[src/rtl/sdpram_ctrl_pkg.sv]
// Shared types for the simple-dual-port RAM port controller.
//   sdpram_ctrl_state_e : controller state (RAM clear sweep / normal operation)
package sdpram_ctrl_pkg;

  typedef enum logic {
    StInit = 1'b0,
    StRun  = 1'b1
  } sdpram_ctrl_state_e;

endpackage

[src/rtl/sdpram_rr_arb2.sv]
// Two-way round-robin arbiter.
//   clk, rst_n : clock, synchronous active-low reset (pointer back to requester 0)
//   en         : arbitration enable; no grant while low
//   req[1:0]   : request vector
//   gnt[1:0]   : one-hot or zero grant, combinational from req and the pointer
module sdpram_rr_arb2 (
  input  logic       clk,
  input  logic       rst_n,
  input  logic       en,
  input  logic [1:0] req,
  output logic [1:0] gnt
);

  // ptr_q names the requester that wins when both request.
  logic ptr_q, ptr_d;

  always_comb begin
    gnt = 2'b00;
    if (en) begin
      case (req)
        2'b01:   gnt = 2'b01;
        2'b10:   gnt = 2'b10;
        2'b11:   gnt = ptr_q ? 2'b10 : 2'b01;
        default: gnt = 2'b00;
      endcase
    end
  end

  always_comb begin
    ptr_d = ptr_q;
    if (gnt[0]) begin
      ptr_d = 1'b1;
    end else if (gnt[1]) begin
      ptr_d = 1'b0;
    end
  end

  always_ff @(posedge clk) begin
    if (!rst_n) begin
      ptr_q <= 1'b0;
    end else begin
      ptr_q <= ptr_d;
    end
  end

endmodule

[src/rtl/sdpram_port_ctrl.sv]
// Port controller for a simple-dual-port RAM: clears the RAM after reset or flush,
// then arbitrates two write requesters onto port A and passes reads to port B with a
// write-first bypass for same-line collisions.
//   clk, rst_n                       : clock, synchronous active-low reset
//   flush_i                          : re-clear the whole RAM
//   init_done_o                      : RAM cleared, normal operation
//   wr_req_i/wr_addr_i/wr_data_i     : two write requesters
//   wr_gnt_o                         : one-hot write grant (write accepted this cycle)
//   rd_req_i/rd_addr_i/rd_gnt_o      : line read request, address, accept
//   rd_valid_o/rd_data_o             : read line, one cycle after the grant
//   ram_we_o/ram_addr_a_o/ram_wdata_o: RAM write port
//   ram_addr_b_o/ram_rdata_i         : RAM read port (read latency 1)
module sdpram_port_ctrl
  import sdpram_ctrl_pkg::*;
#(
  parameter int unsigned DATA_WIDTH = 32,
  parameter int unsigned RAM_SIZE   = 1024,
  parameter int unsigned READ_MULER = 1,
  localparam int unsigned AW = $clog2(RAM_SIZE),
  localparam int unsigned BW = AW - $clog2(READ_MULER)
) (
  input  logic                               clk,
  input  logic                               rst_n,
  input  logic                               flush_i,
  output logic                               init_done_o,
  input  logic [1:0]                         wr_req_i,
  input  logic [1:0][AW-1:0]                 wr_addr_i,
  input  logic [1:0][DATA_WIDTH-1:0]         wr_data_i,
  output logic [1:0]                         wr_gnt_o,
  input  logic                               rd_req_i,
  input  logic [BW-1:0]                      rd_addr_i,
  output logic                               rd_gnt_o,
  output logic                               rd_valid_o,
  output logic [READ_MULER*DATA_WIDTH-1:0]   rd_data_o,
  output logic                               ram_we_o,
  output logic [AW-1:0]                      ram_addr_a_o,
  output logic [DATA_WIDTH-1:0]              ram_wdata_o,
  output logic [BW-1:0]                      ram_addr_b_o,
  input  logic [READ_MULER*DATA_WIDTH-1:0]   ram_rdata_i
);

  localparam int unsigned LW = $clog2(READ_MULER);
  localparam int unsigned IW = (LW > 0) ? LW : 1;

  sdpram_ctrl_state_e state_q, state_d;
  logic [AW-1:0]      sweep_cnt_q, sweep_cnt_d;
  logic               rd_valid_q;
  logic               byp_valid_q;
  logic [IW-1:0]      byp_idx_q;
  logic [DATA_WIDTH-1:0] byp_data_q;

  logic                  in_run, arb_en, in_init;
  logic [AW-1:0]         wr_addr_sel;
  logic [DATA_WIDTH-1:0] wr_data_sel;
  logic [BW-1:0]         wr_line;
  logic [IW-1:0]         wr_word;
  logic                  byp_hit;

  // Combinational outputs are gated with rst_n so nothing is granted or written
  // while reset is held, even before the state register has been reset.
  assign in_run  = rst_n && (state_q == StRun);
  assign in_init = rst_n && (state_q == StInit);
  assign arb_en  = in_run && !flush_i;

  sdpram_rr_arb2 u_arb (
    .clk   (clk),
    .rst_n (rst_n),
    .en    (arb_en),
    .req   (wr_req_i),
    .gnt   (wr_gnt_o)
  );

  assign init_done_o = in_run;
  assign rd_gnt_o    = arb_en && rd_req_i;
  assign rd_valid_o  = rst_n && rd_valid_q;
  assign ram_addr_b_o = rd_addr_i;

  assign wr_addr_sel = wr_gnt_o[1] ? wr_addr_i[1] : wr_addr_i[0];
  assign wr_data_sel = wr_gnt_o[1] ? wr_data_i[1] : wr_data_i[0];
  assign wr_line     = BW'(wr_addr_sel >> LW);
  assign wr_word     = IW'(wr_addr_sel & AW'(READ_MULER - 1));

  // Bypass does not rely on the RAM's read-during-write behaviour.
  assign byp_hit = rd_gnt_o && (|wr_gnt_o) && (wr_line == rd_addr_i);

  always_comb begin
    ram_we_o     = 1'b0;
    ram_addr_a_o = wr_addr_sel;
    ram_wdata_o  = wr_data_sel;
    if (in_init) begin
      ram_we_o     = 1'b1;
      ram_addr_a_o = sweep_cnt_q;
      ram_wdata_o  = '0;
    end else if (in_run) begin
      ram_we_o = |wr_gnt_o;
    end
  end

  always_comb begin
    rd_data_o = ram_rdata_i;
    if (byp_valid_q) begin
      rd_data_o[int'(byp_idx_q)*DATA_WIDTH +: DATA_WIDTH] = byp_data_q;
    end
  end

  always_comb begin
    state_d     = state_q;
    sweep_cnt_d = sweep_cnt_q;
    case (state_q)
      StInit: begin
        if (flush_i) begin
          sweep_cnt_d = '0;
        end else if (sweep_cnt_q == AW'(RAM_SIZE - 1)) begin
          state_d     = StRun;
          sweep_cnt_d = '0;
        end else begin
          sweep_cnt_d = sweep_cnt_q + AW'(1);
        end
      end
      StRun: begin
        if (flush_i) begin
          state_d     = StInit;
          sweep_cnt_d = '0;
        end
      end
      default: begin
        state_d     = StInit;
        sweep_cnt_d = '0;
      end
    endcase
  end

  always_ff @(posedge clk) begin
    if (!rst_n) begin
      state_q     <= StInit;
      sweep_cnt_q <= '0;
      rd_valid_q  <= 1'b0;
      byp_valid_q <= 1'b0;
      byp_idx_q   <= '0;
      byp_data_q  <= '0;
    end else begin
      state_q     <= state_d;
      sweep_cnt_q <= sweep_cnt_d;
      rd_valid_q  <= rd_gnt_o;
      byp_valid_q <= byp_hit;
      byp_idx_q   <= wr_word;
      byp_data_q  <= wr_data_sel;
    end
  end

endmodule
[config.mk]
export PLATFORM = sky130hd
export DESIGN_NAME = sdpram_port_ctrl
export DESIGN_NICKNAME = d
export VERILOG_FILES = /design/src/rtl/sdpram_ctrl_pkg.sv /design/src/rtl/sdpram_rr_arb2.sv /design/src/rtl/sdpram_port_ctrl.sv
export SDC_FILE = /design/constraint.sdc
export NUM_CORES = 1
export LEC_CHECK = 0
export ABC_AREA = 0
export CAP_MARGIN = 20
export CORE_UTILIZATION = 34
export DETAILED_ROUTE_END_ITERATION = 12
export PLACE_DENSITY = 0.79
export RECOVER_POWER = 100
export SLEW_MARGIN = 25
export SYNTH_ARGS = -nofsm -noshare
export SYNTH_HDL_FRONTEND = slang
export SYNTH_SLANG_ARGS = --single-unit
[constraint.sdc]
create_clock -name clk -period 2.7 [get_ports clk]
set_input_delay 0.54 -clock clk [delete_from_list [all_inputs] [get_ports clk]]
set_output_delay 0.54 -clock clk [all_outputs]
set_load 0.02 [all_outputs]
Word-level counts from Yosys, hierarchy flattened:

Cells that the tools add are included.

* bits in registers: 46
* logic and storage cells: 44
* output and inout port bits: 90

* reductions and logical operators: 10
* bitwise operators: 1
* $add $sub $neg: 1
* muxes and demuxes: 20
* equality and inequality tests: 6

Operators with widths (count)
* 32-bit two-way mux: 3
* 10-bit two-way mux: 5
* 10-bit one-hot mux with 2 select lines: 1
* 10-bit by 1-bit adder with 10-bit output (second input constant): 1
* 10-bit == test: 1
* 10-bit == test (second input constant): 1
* 1-bit logical AND: 7
* 1-bit two-way mux: 7
* 2-bit one-hot mux with 3 select lines: 1
* 2-bit == test (second input constant): 2
* 2-bit two-way mux: 2
* 2-bit by 1-bit == test with 1-bit output (second input constant): 1
* 2-bit inequality test (second input constant): 1
* 1-bit one-hot mux with 2 select lines: 1
* 2-bit nonzero test: 1
* 2-bit OR reduction: 1
* 1-bit logical NOT: 1
* 1-bit NOT: 1

Longest topological paths before layout:

Gate-level depths: netlist of run 1.

* depth in word-level cells: 6
* mapped depth: 7
* gate-level depth less buffers: 6

By module:

From an unflattened synthesis of run 1, not the netlist that was laid out.

* cells, all modules: 313
* area, all modules: 2788.9 µm²

Modules (own cells, without submodules)
* sdpram_port_ctrl: times used 1, area each 2722.6 µm², seq. area each 900.9 µm², cells each 303
* sdpram_rr_arb2: times used 1, area each 66.3 µm², seq. area each 20.0 µm², cells each 10

Worst setup path after synthesis of run 1:

Ideal clock, no wire load.

* kind: input to output
* start point: input flush_i
* end point: output ram_addr_a_o[0]
* required time: 2160 ps
* data arrival time: 2082 ps
* slack: 78 ps
* cell stages on the path: 7
* cells stage by stage: nand2b_1 > buf_6 > nor3_4 > buf_4 > buf_4 > mux2i_1 > o21ai_0

* longest elaborated chain between the ends: 5

Ends and longest elaborated chain
* from (decl): line sdpram_port_ctrl.sv:24 `input logic flush_i,`
* 1-bit logical NOT: line sdpram_port_ctrl.sv:63 `assign arb_en = in_run && !flush_i;`
* 1-bit logical AND: line sdpram_port_ctrl.sv:63
* 2-bit two-way mux: line sdpram_rr_arb2.sv:19 `if (en) begin`
* net wr_gnt_o[1]: line sdpram_port_ctrl.sv:29 `output logic [1:0] wr_gnt_o,`
* 10-bit two-way mux: line sdpram_port_ctrl.sv:78 `assign wr_addr_sel = wr_gnt_o[1] ? wr_addr_i[1] : wr_addr_i[0];`
* 10-bit two-way mux: line sdpram_port_ctrl.sv:90 `if (in_init) begin`
* to (decl): line sdpram_port_ctrl.sv:36 `output logic [AW-1:0] ram_addr_a_o,`

The timed path passes the listed nets, and every way through them passes these cells.

Worst setup path after layout of run 1:

* start point: input wr_req_i[0]
* end point: output ram_wdata_o[28]

* longest elaborated chain between the ends: 5
* elaborated cells between the ends (all ways): 7
* those cells by class: eq/ne: 3; mux: 4

Ends and longest elaborated chain
* from (decl): line sdpram_port_ctrl.sv:26 `input logic [1:0] wr_req_i,`
* 2-bit == test or 2-bit by 1-bit == test with 1-bit output (tied branches): line sdpram_rr_arb2.sv:20 `case (req)`
* 2-bit one-hot mux with 3 select lines (*): line sdpram_rr_arb2.sv:20
* 2-bit two-way mux (*): line sdpram_rr_arb2.sv:19
* 32-bit two-way mux (*): line sdpram_port_ctrl.sv:79 `assign wr_data_sel = wr_gnt_o[1] ? wr_data_i[1] : wr_data_i[0];`
* 32-bit two-way mux (*): line sdpram_port_ctrl.sv:90
* to (decl): line sdpram_port_ctrl.sv:37 `output logic [DATA_WIDTH-1:0] ram_wdata_o,`

Mark *: on every way between the ends. The rest lies on a longest branch, timed or not.

==> flow_summary.yaml, run 1 <==
run_status:
  status: "completed"
global_routing:
  grt_start_max_net_pins: 36
  antenna_found_initial: 0
  gr-total-overflow: 0
  grt_pass1_vias: 3353
  grt_use_total_pct: 22.7
  grt_pass1_wl_um: 15900
place:
  dpl.hpwl_um: 8580
  place.port_buffers: 221
  gp_congestion: 0.854
  dp_cells: 683
  dpl-instance-area_mm2: 0.00558
  place_ws_ns: -0.525
synthesis:
  syn-num-nets: 464
  ys_seq_area_share_pct: 31.5
  yosysWarnings: 0
  syn_inst: 331
  synth_area_per_cell_um2: 8.82
  yosys_register_bits: 46
  ys.flop_type: "dfxtp_1"
  synth.distinct_cells: 40
  synth_edf_count: 0
  synth_area_mm2: 0.00292
  synth-async-reset-ratio_pct: 0
setup_path:
  crit_type: "in2out"
  crit_family: "buffers and inverters"
  crit_path_end_kind: "primary output"
  crit_slowest_cell: "dlygate4sd2_1"
  rrSetupSlack_ns: 0.59
  required_ns: 2.16
  critPathLaunchType: "input pin"
  crit_buf_inv: 4
  crit_fanout: 12
  path_cells: "dlygate4sd2_1, nor2b_4, nor3_4, buf_12, buf_12, mux2i_2, nor2_1, dlygate4sd2_1"
  slowest_delay_ns: 0.32
  cp.arrival_ns: 2.12
cells_and_area:
  final_util_pct: 71.5
  finalNonFillerCells: 704
  layout-drive-gt1-share_pct: 28.0
  final_common_cell: "clkdlybuf4s50_1"
  nFillCells: 624
  mostFrequentLayoutCells: "174 x clkdlybuf4s50_1, 61 x buf_4, 46 x dfxtp_1"
  fin_area_mm2: 0.00591
  diodes: 0
  nNetsFinal: 731
  synthToLayoutAreaGrowth_pct: 102
detailed_routing:
  drt-vias-per-instance: 4.81
  firstDrtPassIters: 4
  wl_um: 11100
  drc: 0
  initialDrtViolationCount: 84
  drt.antenna.violating_nets: 0
  dr_total_vias: 3387
  wl_per_cell_um: 15.7
floorplanning:
  ios: 222
  initial_core_util_pct: 35.3
  coreArea_mm2: 0.00826
  rows: 33
  die_h_um: 94.7
  die_w_um: 94.7
  fp.dieArea_mm2: 0.00896
power:
  power_mw: 1.80
  leakagePower_nw: 2.39
  vdd_drop_max_mv: 0.195
  power.density_mw_per_mm2: 304
clock_tree:
  cts_hold_buf: 0
  cts_root_buf: "clkbuf_8"
  cts.sinks: 46
  cts_buffer_depth: 2
  clkTransAtPathRegs_ns: 0.08
  cts_tree: "built"
  numCtsBuffers: 5
  ctsHtreeMaxLevel: 2
  clock_latency_ns: 0.29
sta:
  fin_crit_ns: 2.66
  tns_ns: 0
  slew_violations: 0
  tightest_slew_ns: 0.561
  worst_slack_ns: 0.0390
  rsz0062_at_grt: "yes"
  maxSlewHeadroom_pct: 62.4
  skew_ns: 0.00777
  fmax_ghz: 0.376
  finalSetupViolations: 0
  worst_hold_slack_ns: 0.523
  hold_viol: 0
  period_share_pct: 98.6
job:
  maxCapViolCount: 0
min_path:
  hp-class: "reg2reg"
==> final cells by class <==
cell class	instances	area, µm²	share of cell area, %
clock inverter	1	8.76	0.148
clock buffer	7	86.3	1.46
timing repair buffer	291	2700	45.8
sequential	46	921	15.6
tap	105	131	2.22
inverter	5	18.8	0.318
multi-input combinational	249	2040	34.5
==> worst reg2reg max path: stages (launching register included) <==
cell and delay (ns):
dfxtp_1 0.36, nor2b_4 0.14, nor3_4 0.06, buf_6 0.12
buf_16 0.13, buf_4 0.14, or4_1 0.51, a222oi_1 0.37
and4_1 0.23
==> path summary, 6_finish.rpt <==
check,from,endpoint,depth (start not counted)
hold / removal,u_arb.ptr_q,u_arb.ptr_q,2
setup reg to reg,u_arb.ptr_q,byp_valid_q,8
hold reg to reg,u_arb.ptr_q,u_arb.ptr_q,2
setup / recovery,wr_req_i[0],ram_wdata_o[28],8
==> routing by layer <==
metal	part of all wire [%]	track usage, %	vias up
li1	-	-	1660
met1	38	25.2	1570
met2	53	43.0	139
met3	6.7	4.99	18
met4	2.2	6.31	0
met5	0	0	-
==> cells in the mapped netlist, types with 4 or more instances <==
cell / n / area share (%)
nor2b_1: 36 / 7.7
nand3_1: 4 / 0.69
a21oi_1: 4 / 0.69
mux2_2: 33 / 13
inv_1: 5 / 0.64
and2_1: 5 / 1.1
nor2_1: 43 / 5.5
o21ai_0: 9 / 1.5
clkbuf_1: 11 / 1.4
a31oi_1: 6 / 1.3
mux2i_1: 43 / 15
xor2_1: 6 / 1.8
nand2_1: 18 / 2.3
buf_4: 15 / 3.9
nand2b_1: 8 / 1.7
dfxtp_1: 46 / 32
xnor2_1: 6 / 1.8
==> power breakdown <==
part	total (mW)	switching, mW	internal [mW]
Clock	0.438	0.226	0.212
Sequential	0.718	0.0107	0.707
Combinational	0.641	0.265	0.376
Total	1.80	0.502	1.29
==> logic make-up after synthesis <==
kind of cell / after synthesis / share of synthesized area (%)
compound gates: 34 / 7.89
xor+xnor: 12 / 3.60
fa+ha+maj: 1 / 0.429
buf+inv: 36 / 6.86
flops: 46 / 31.5
mux: 76 / 27.5
simple gates: 126 / 22.2
==> timing repair <==
action,in CTS,in global routing
buffers inserted,7,5
cloned,1,0
pin swaps,2,1
endpoints found under the setup margin,46,42
hold endpoints to repair,0,0
gates resized for setup,80,80
==> registers in the layout (all words and copies together) (netlist names) <==
register,cells
u_arb.ptr_q,1
byp_data_q,32
sweep_cnt_q,10
rd_valid_q,1
state_q,1
byp_valid_q,1
No activity file was read; power rests on OpenSTA's default activity.
==> inputs of run 2 (changes only) <==
--- a/config.mk
+++ b/config.mk
@@ -7,9 +7,9 @@
 export LEC_CHECK = 0
 export ABC_AREA = 0
 export CAP_MARGIN = 20
-export CORE_UTILIZATION = 34
+export CORE_UTILIZATION = 31
 export DETAILED_ROUTE_END_ITERATION = 12
-export PLACE_DENSITY = 0.79
+export PLACE_DENSITY = 0.76
 export RECOVER_POWER = 100
 export SLEW_MARGIN = 25
 export SYNTH_ARGS = -nofsm -noshare
==> constraint.sdc (replaced) <==
create_clock -name clk -period 2.15 [get_ports clk]
set_input_delay 0.43 -clock clk [delete_from_list [all_inputs] [get_ports clk]]
set_output_delay 0.43 -clock clk [all_outputs]
set_load 0.02 [all_outputs]
==> run 2 against run 1 <==
Effect of this change:
- the run now ends with setup timing left
- first-iteration DRC count down 2.4%
- clock power up 28%
- routed wire length up 16%
- power up 33%
- sequential power up 26%
- global-route usage up 0.51 points
- combinational power up 43%
- via count up 7.5%
- final area up 14%
==> flow_summary.yaml, run 2 (synthesis gave the netlist of run 1 again) <==
cells_and_area:
  largest_reg_flops: 32
  diodes: 0
  nNetsFinal: 768
  final_common_cell: "clkdlybuf4s50_1"
  largestRegisters: "byp_data_q (32), sweep_cnt_q (10)"
  regMostFlops: "byp_data_q"
  synthToLayoutAreaGrowth_pct: 131
  nFillCells: 618
  mostFrequentLayoutCells: "137 x clkdlybuf4s50_1, 85 x buf_4, 43 x dfxtp_1"
  layout.area.seq_um2: 925
  finalNonFillerCells: 747
  multi_input_area_mm2: 0.00238
  layout-drive-gt1-share_pct: 43.1
floorplanning:
  initial_core_util_pct: 31.7
  coreArea_mm2: 0.00920
  ios: 222
  rows: 35
  die_w_um: 99.0
  die_h_um: 99.0
  fp.dieArea_mm2: 0.00981
sta:
  skew_ns: 0.00351
  rsz0062_at_grt: "yes"
  period_share_pct: 109
  finalSetupViolations: 43
  fmax_ghz: 0.426
  worst_hold_slack_ns: 0.504
  slew_violations: 0
  tightest_slew_ns: 0.327
  hold_viol: 0
  maxSlewHeadroom_pct: 78.0
  fin_crit_ns: 2.35
  worst_slack_ns: -0.199
  tns_ns: -5.16
detailed_routing:
  dr_total_vias: 3641
  drt.antenna.violating_nets: 0
  drt-vias-per-instance: 4.87
  wl_um: 12800
  drc: 0
  initialDrtViolationCount: 82
  wl_per_cell_um: 17.2
  firstDrtPassIters: 4
place:
  place_ws_ns: -0.993
  place.port_buffers: 221
  dp_cells: 695
  dpl.hpwl_um: 8790
  gp_congestion: 0.893
setup_path:
  required_ns: 1.72
  crit_path_end_kind: "primary output"
  crit_type: "in2out"
  cp.arrival_ns: 1.92
  reg2reg_to: "byp_valid_q"
  r2r_cells: 7
  rrSetupSlack_ns: 0.18
  critPathLaunchType: "input pin"
  crit_fanout: 7
  r2r_start: "u_arb.ptr_q"
power:
  power.density_mw_per_mm2: 354
  leakagePower_nw: 2.74
  vdd_drop_max_mv: 0.248
global_routing:
  grt_pass1_wl_um: 17800
  grt_start_max_net_pins: 32
  antenna_found_initial: 0
  gr-total-overflow: 0
  grt_use_total_pct: 23.2
  grt_pass1_vias: 3581
clock_tree:
  numCtsBuffers: 5
  cts_hold_buf: 0
  clock_latency_ns: 0.29
  cts_tree: "built"
  cts_buffer_depth: 2
  ctsHtreeMaxLevel: 2
  cts.sinks: 46
  clkTransAtPathRegs_ns: 0.09
  cts_root_buf: "clkbuf_8"
min_path:
  min_path_cells: 1
  hp-class: "reg2reg"
  min-delay-start: "sweep_cnt_q[9]"
  min_to: "sweep_cnt_q[9]"
run_status:
  failed_checks: "setup timing"
  status: "finished with violations"
job:
  maxCapViolCount: 0
[run 2: timing repair]
action                     in CTS  in global routing
pin swaps                       2                  6
setup endpoints to repair      81                 44
setup buffers                  14                 28
resized for setup             254                140
hold endpoints to repair        0                  0
cloned                          2                  3
[run 2: critical path, stage by stage]
cell	delay (ns)
buf_2	0.11
nand2b_4	0.15
nor3_4	0.31
buf_12	0.19
clkbuf_16	0.17
buf_6	0.11
mux2i_4	0.23
nor2_2	0.07
buf_6	0.14
[run 2: worst max-delay path by stage]
stage / from / to / slack, ns / depth (start not counted)
3_5_place_dp: flush_i / ram_wdata_o[20] / -0.99 / 7
6_report: flush_i / ram_wdata_o[23] / -0.20 / 9
3_3_place_gp: flush_i / ram_addr_a_o[0] / -1.0 / 7
5_1_grt: state_q / ram_addr_a_o[1] / -0.25 / 7
2_1_floorplan: flush_i / ram_wdata_o[10] / 0.006 / 7
4_1_cts: state_q / ram_wdata_o[28] / -0.21 / 7
[run 2: metal layers]
metal	global-route usage (%)	part of all wire, %
met5	0	0
met4	7.92	3.3
met3	4.54	6.2
met2	44.4	53
met1	25.4	38
[run 2: layout make-up]
type	instances	area share (%)
inverter	5	0.279
multi-input combinational	249	35.4
tap	111	2.06
sequential	46	13.7
clock inverter	2	0.186
timing repair buffer	328	47.1
clock buffer	6	1.23
[run 2: metrics by stage]
stage | power [mW] | util, % | area [µm²]
after floorplan | 1.23 | - | 3020
after global placement | 1.74 | 62.1 | 5710
after detailed placement | 1.75 | 62.1 | 5710
after CTS | 2.30 | 66.7 | 6130
after global routing | 2.48 | 73.2 | 6740
final | 2.38 | 73.2 | 6740
[run 2: power breakdown]
part           total (mW)  switching, mW  internal, mW  leakage [nW]
registers           0.902         0.0144         0.888         0.381
logic               0.918          0.385         0.533          2.32
clock network       0.561          0.302         0.259        0.0472
